File: src/rtl/uart_pkg.sv
// Shared UART definitions: receiver state encoding and the default bit timing.
// Transmitter and receiver both take CLKS_PER_BIT from here so they stay matched.
package uart_pkg;

    localparam int UART_CLKS_PER_BIT = 120;

    typedef enum logic [2:0] {
        ST_IDLE   = 3'd0,
        ST_START  = 3'd1,
        ST_DATA   = 3'd2,
        ST_PARITY = 3'd3,
        ST_STOP   = 3'd4,
        ST_BREAK  = 3'd5
    } uart_rx_state_e;

endpackage

File: src/rtl/uart_rx_sync.sv
// Two-flop synchronizer for an asynchronous level input.
// Resets to RESET_VAL so an idle-high line does not look like activity.
module uart_rx_sync #(
    parameter logic RESET_VAL = 1'b1
) (
    input  logic I_clk,
    input  logic I_reset,
    input  logic I_async,
    output logic O_sync
);

    logic r_meta;
    logic r_sync;

    always_ff @(posedge I_clk) begin
        if (I_reset) begin
            r_meta <= RESET_VAL;
            r_sync <= RESET_VAL;
        end else begin
            r_meta <= I_async;
            r_sync <= r_meta;
        end
    end

    assign O_sync = r_sync;

endmodule

File: src/rtl/uart_rx.sv
// UART receiver (8N1) with a byte holding register, framing-error and overrun pulses.
// Defining UART_RX_PARITY_EN switches to 8E1 frames and adds the O_parity_err pulse.
// state  | meaning
// IDLE   | line idle, waiting for rx_s low
// START  | start bit seen, re-check at half bit period
// DATA   | sampling 8 data bits, LSB first
// PARITY | sampling the even-parity bit
// STOP   | sampling stop bit: commit byte or flag framing error
// BREAK  | stop bit was low, wait for line to return high
module uart_rx
    import uart_pkg::*;
#(
    parameter int CLKS_PER_BIT = UART_CLKS_PER_BIT
) (
    input  logic       I_clk,
    input  logic       I_reset,
    input  logic       I_rx,
    input  logic       I_read,
    output logic [7:0] O_data,
    output logic       O_valid,
    output logic       O_frame_err,
    output logic       O_overrun,
`ifdef UART_RX_PARITY_EN
    output logic       O_parity_err,
`endif
    output logic       O_busy
);

    localparam int CNT_W = $clog2(CLKS_PER_BIT + 1);
    localparam logic [CNT_W-1:0] CNT_HALF = CNT_W'(CLKS_PER_BIT / 2 - 1);
    localparam logic [CNT_W-1:0] CNT_FULL = CNT_W'(CLKS_PER_BIT - 1);

    uart_rx_state_e   r_state;
    uart_rx_state_e   w_state_nxt;
    logic [CNT_W-1:0] r_cnt;
    logic [2:0]       r_bit_idx;
    logic [7:0]       r_shreg;
    logic [7:0]       r_data;
    logic             r_valid;
    logic             r_frame_err;
    logic             r_overrun;
    logic             w_rx_s;
    logic             w_cnt_clr;
    logic             w_shift;
    logic             w_commit;
    logic             w_commit_ok;
    logic             w_frame_err;
`ifdef UART_RX_PARITY_EN
    logic             w_par_sample;
    logic             r_parity_bad;
    logic             r_parity_err;
`endif

    uart_rx_sync #(
        .RESET_VAL (1'b1)
    ) u_sync (
        .I_clk   (I_clk),
        .I_reset (I_reset),
        .I_async (I_rx),
        .O_sync  (w_rx_s)
    );

    always_ff @(posedge I_clk) begin
        if (I_reset) begin
            r_state <= ST_IDLE;
        end else begin
            r_state <= w_state_nxt;
        end
    end

    always_comb begin
        w_state_nxt = r_state;
        w_cnt_clr   = 1'b0;
        w_shift     = 1'b0;
        w_commit    = 1'b0;
        w_frame_err = 1'b0;
`ifdef UART_RX_PARITY_EN
        w_par_sample = 1'b0;
`endif
        case (r_state)
            ST_IDLE: begin
                w_cnt_clr = 1'b1;
                if (!w_rx_s) begin
                    w_state_nxt = ST_START;
                end
            end
            ST_START: begin
                if (r_cnt == CNT_HALF) begin
                    w_cnt_clr   = 1'b1;
                    w_state_nxt = w_rx_s ? ST_IDLE : ST_DATA;
                end
            end
            ST_DATA: begin
                if (r_cnt == CNT_FULL) begin
                    w_cnt_clr = 1'b1;
                    w_shift   = 1'b1;
                    if (r_bit_idx == 3'd7) begin
`ifdef UART_RX_PARITY_EN
                        w_state_nxt = ST_PARITY;
`else
                        w_state_nxt = ST_STOP;
`endif
                    end
                end
            end
`ifdef UART_RX_PARITY_EN
            ST_PARITY: begin
                if (r_cnt == CNT_FULL) begin
                    w_cnt_clr    = 1'b1;
                    w_par_sample = 1'b1;
                    w_state_nxt  = ST_STOP;
                end
            end
`endif
            ST_STOP: begin
                if (r_cnt == CNT_FULL) begin
                    w_cnt_clr = 1'b1;
                    if (w_rx_s) begin
                        w_commit    = 1'b1;
                        w_state_nxt = ST_IDLE;
                    end else begin
                        w_frame_err = 1'b1;
                        w_state_nxt = ST_BREAK;
                    end
                end
            end
            // A held-low line must not be mistaken for a new start bit.
            ST_BREAK: begin
                w_cnt_clr = 1'b1;
                if (w_rx_s) begin
                    w_state_nxt = ST_IDLE;
                end
            end
            default: begin
                w_cnt_clr   = 1'b1;
                w_state_nxt = ST_IDLE;
            end
        endcase
    end

`ifdef UART_RX_PARITY_EN
    assign w_commit_ok = w_commit & ~r_parity_bad;
`else
    assign w_commit_ok = w_commit;
`endif

    always_ff @(posedge I_clk) begin
        if (I_reset) begin
            r_cnt       <= '0;
            r_bit_idx   <= '0;
            r_shreg     <= '0;
            r_data      <= '0;
            r_valid     <= 1'b0;
            r_frame_err <= 1'b0;
            r_overrun   <= 1'b0;
        end else begin
            r_cnt <= w_cnt_clr ? '0 : r_cnt + CNT_W'(1);

            if (r_state == ST_START && w_state_nxt == ST_DATA) begin
                r_bit_idx <= '0;
            end else if (w_shift) begin
                r_bit_idx <= r_bit_idx + 3'd1;
            end

            if (w_shift) begin
                r_shreg[r_bit_idx] <= w_rx_s;
            end

            r_frame_err <= w_frame_err;
            r_overrun   <= 1'b0;

            // A commit takes priority over a read landing in the same cycle.
            if (w_commit_ok) begin
                r_data    <= r_shreg;
                r_valid   <= 1'b1;
                r_overrun <= r_valid & ~I_read;
            end else if (I_read) begin
                r_valid <= 1'b0;
            end
        end
    end

`ifdef UART_RX_PARITY_EN
    always_ff @(posedge I_clk) begin
        if (I_reset) begin
            r_parity_bad <= 1'b0;
            r_parity_err <= 1'b0;
        end else begin
            if (w_par_sample) begin
                r_parity_bad <= w_rx_s ^ (^r_shreg);
            end
            r_parity_err <= w_commit & r_parity_bad;
        end
    end

    assign O_parity_err = r_parity_err;
`endif

    assign O_data      = r_data;
    assign O_valid     = r_valid;
    assign O_frame_err = r_frame_err;
    assign O_overrun   = r_overrun;
    assign O_busy      = (r_state != ST_IDLE);

endmodule

File: config.mk
export PLATFORM = sky130hd
export DESIGN_NAME = uart_rx
export DESIGN_NICKNAME = d
export VERILOG_FILES = /design/src/rtl/uart_pkg.sv /design/src/rtl/uart_rx_sync.sv /design/src/rtl/uart_rx.sv
export SDC_FILE = /design/constraint.sdc
export NUM_CORES = 1
export LEC_CHECK = 0
export ABC_AREA = 1
export BUFFER_PORTS_ARGS = -buffer_cell sky130_fd_sc_hd__buf_2
export CELL_PAD_IN_SITES_DETAIL_PLACEMENT = 1
export CELL_PAD_IN_SITES_GLOBAL_PLACEMENT = 2
export CORE_UTILIZATION = 29
export CTS_CLUSTER_DIAMETER = 40
export DETAILED_ROUTE_END_ITERATION = 10
export GPL_TIMING_DRIVEN = 1
export PLACE_DENSITY_LB_ADDON = 0.1
export SYNTH_ARGS = -nofsm -noshare
export SYNTH_HDL_FRONTEND = slang
export SYNTH_SLANG_ARGS = --single-unit
export TNS_END_PERCENT = 20
File: constraint.sdc
create_clock -name I_clk -period 1.5 [get_ports I_clk]
set_clock_uncertainty 0.2 [all_clocks]
set_input_delay 0.075 -clock I_clk [delete_from_list [all_inputs] [get_ports I_clk]]
set_output_delay 0.075 -clock I_clk [all_outputs]
set_load 0.02 [all_outputs]
==> results.md <==
* Status: complete, no violations
* # nets final at 282
* CTS clk-pin slew, worst paths at 0.07 ns
* # rows at 27
* Final wirelength at 4270 µm
* Setup TNS Final at 0 ns
* Drt wl/cell at 12.3 µm
* Port buffer count at 15
* GRT Util Overall at 0.158
* Post-route minimum period at 1.47 ns
* Slew @ Worst Pin at 0.249 ns
* Dpl cells at 334
* Worst Path Arrival at 1.45 ns
* Final antenna diode count at 0
* Clk_lat worst skew at 0.29 ns
* Longest Clk Path Bufs at 2
* Top sig layer: met4
* Final setup viols at 0
* Yosys cell types at 22
* RSZ-0062 raised after global routing: true
* Met2 WL post-DR at 1880 µm
* Vias at 1,539
* Synth warn at 0
* Largest net degree at the start of global routing at 18
* Synthesis-stage register bit count at 34
* Wire length on met1 at 2200 µm
* Setup CP Type: reg2reg
* Worst-path maximum fanout at 17
* Worst rel slew slack at 0.834
* Period utilization at 0.982
* Initial antenna violation count at 0
* First-pass GRT wire length at 7210 µm
* DRC violations left at 0
* Height of the die at 77.3 µm
* CTS tree: built
* Area growth syn-to-layout at 33.3%
* Mapped Nets at 242
* Max_cap viols at 0
* Drt first pass iters at 4
* IO Pins at 16
* Fmax achieved at 679 MHz
* Clk sink count at 34
* GR Overflow Total at 0
* Core ar. at 5470 µm²
* Cell Count, Final, Fillers Out at 348
* Worst Hold Class: reg2reg
* Worst Path Required at 1.48 ns
* Iter 0 DRT Violations at 49
* Routed length on met3 at 147 µm
* IR drop worst, VDD at 311 µV
* Starting density of the core at 0.301
* RD Place Congestion at 0.745
* Root buf cell: clkbuf_8
* Die ar. at 5980 µm²
* Share of cells above drive strength 1 at 0.283
* Multi-input logic area at 867 µm²
* Synthesized area at 1650 µm²
* PD cells at 815 nW/µm²
* Vias in the first global route at 1,528
* Final hold slack at 0.227 ns
* Commonest non-fill, non-tap cell in the layout: nand2_1
* Fillers at 699
* Final Max Slew Viols at 0
* Commonest non-fill, non-tap cells in the layout: nand2_1, nor2_1, dfxtp_1
* Cts bufs inserted at 5
* Die X at 77.3 µm
* Final Util at 0.401
* Avg Cell Area, Syn at 7.00 µm²
* Leak at 0.894 nW
* Gate Count Post-Synth at 235
* Detailed placement HPWL at 3120 µm
* Register area at 687 µm²
* Seq/Total Area, Yosys at 0.414
* Hold Violations, Final at 0
* H-tree depth at 2
* Vias per std cell at 4.42
* Worst setup SP type: flop
* Crit. End Element: flop
* Post-route ant nets at 0
[metrics by stage]
stage	setup slack [ns]	power [W]	area, µm²
floorplan	0.0298	0.000969	1650
detailed placement	-0.103	0.000996	1950
global route	-0.0874	0.00189	2190
finish	0.0273	0.00179	2190
global placement	-0.0669	0.000996	1950
CTS	0.00392	0.00183	2130
[repair_timing]
action | CTS | global route
gates cloned | 1 | 0
pin swaps | 4 | 6
endpoints found under the setup margin | 23 | 31
setup buffers | 1 | 1
hold buffers | 3 | 0
hold endpoints to repair | 13 | 0
resized for setup | 9 | 17
[where the power goes]
| part | total (W) | internal, W | switching (W) |
|---|---|---|---|
| clock network | 0.000804 | 0.000464 | 0.000340 |
| registers | 0.000912 | 0.000907 | 0.00000433 |
| logic | 0.0000730 | 0.0000286 | 0.0000443 |
| total | 0.00179 | 0.00140 | 0.000389 |
[state kept, by name, indices dropped and copies added, names as in the netlist]
| signal | cells |
|---|---|
| O_data | 8 |
| O_frame_err | 1 |
| O_overrun | 1 |
| O_valid | 1 |
| r_bit_idx | 3 |
| r_cnt | 7 |
| r_shreg | 8 |
| r_state | 3 |
| u_sync.O_sync | 1 |
| u_sync.r_meta | 1 |
[final cells by class]
cell class                      count  area share
Sequential cell                    34       0.313
Inverter                           29      0.0496
Multi-Input combinational cell    163       0.395
Tap cell                           72      0.0411
Timing Repair Buffer               42       0.151
Clock buffer                        8      0.0502
[synthesized netlist by cell type]
cell      number  area [µm²]
xnor2_1        3        26.3
buf_4          2        15.0
dfxtp_1       34         681
nand3b_1       1        7.51
nand3_2        3        30.0
a21oi_1       10        50.1
xor2_1         2        17.5
nor2_4         2        22.5
inv_2          1        3.75
inv_1         28         105
nand4_1       16         100
buf_6          2        22.5
ha_1           3        37.5
nand2_1       50         188
nor2_1        47         176
nand3_1       20         100
buf_2          5        25.0
o21ai_0        1        5.00
nor2_2         1        6.26
nor3_2         1        10.0
clkbuf_1       1        3.75
or2_2          2        12.5
[kinds of logic (layout without fill, tap and decap cells)]
kind of cell,after synthesis,in the layout,synth area share
and+or+nand+nor,143,144,0.397
adders and majority gates,3,3,0.0228
xor gates and xnor gates,5,5,0.0266
buffers and inverters,39,79,0.106
DFF,34,34,0.414
AOI/OAI and AO/OA,11,11,0.0335
[routing by layer]
layer,up-vias,global-route usage
li1,820,-
met3,5,0.0524
met5,-,0
met1,697,0.205
met2,17,0.249
met4,0,0.0396
[critical path, stage by stage, from the launching register on]
cell and delay [ns]:
dfxtp_2 0.35, ha_4 0.15, nand3_2 0.09, nor2_4 0.17, buf_12 0.17, nand4_1 0.10
nand2_1 0.09, nor2_1 0.04
[final timing paths]
kind / cells after the start / slack (ns) / from / endpoint
worst max register to register: 7 / 0.03 / r_cnt[1] / O_data[1]
worst min-delay path: 1 / 0.23 / u_sync.r_meta / u_sync.O_sync
worst min register to register: 1 / 0.23 / u_sync.r_meta / u_sync.O_sync
worst max-delay path: 7 / 0.03 / r_cnt[1] / O_data[1]
Note: power is estimated with default switching activity, not from simulation.
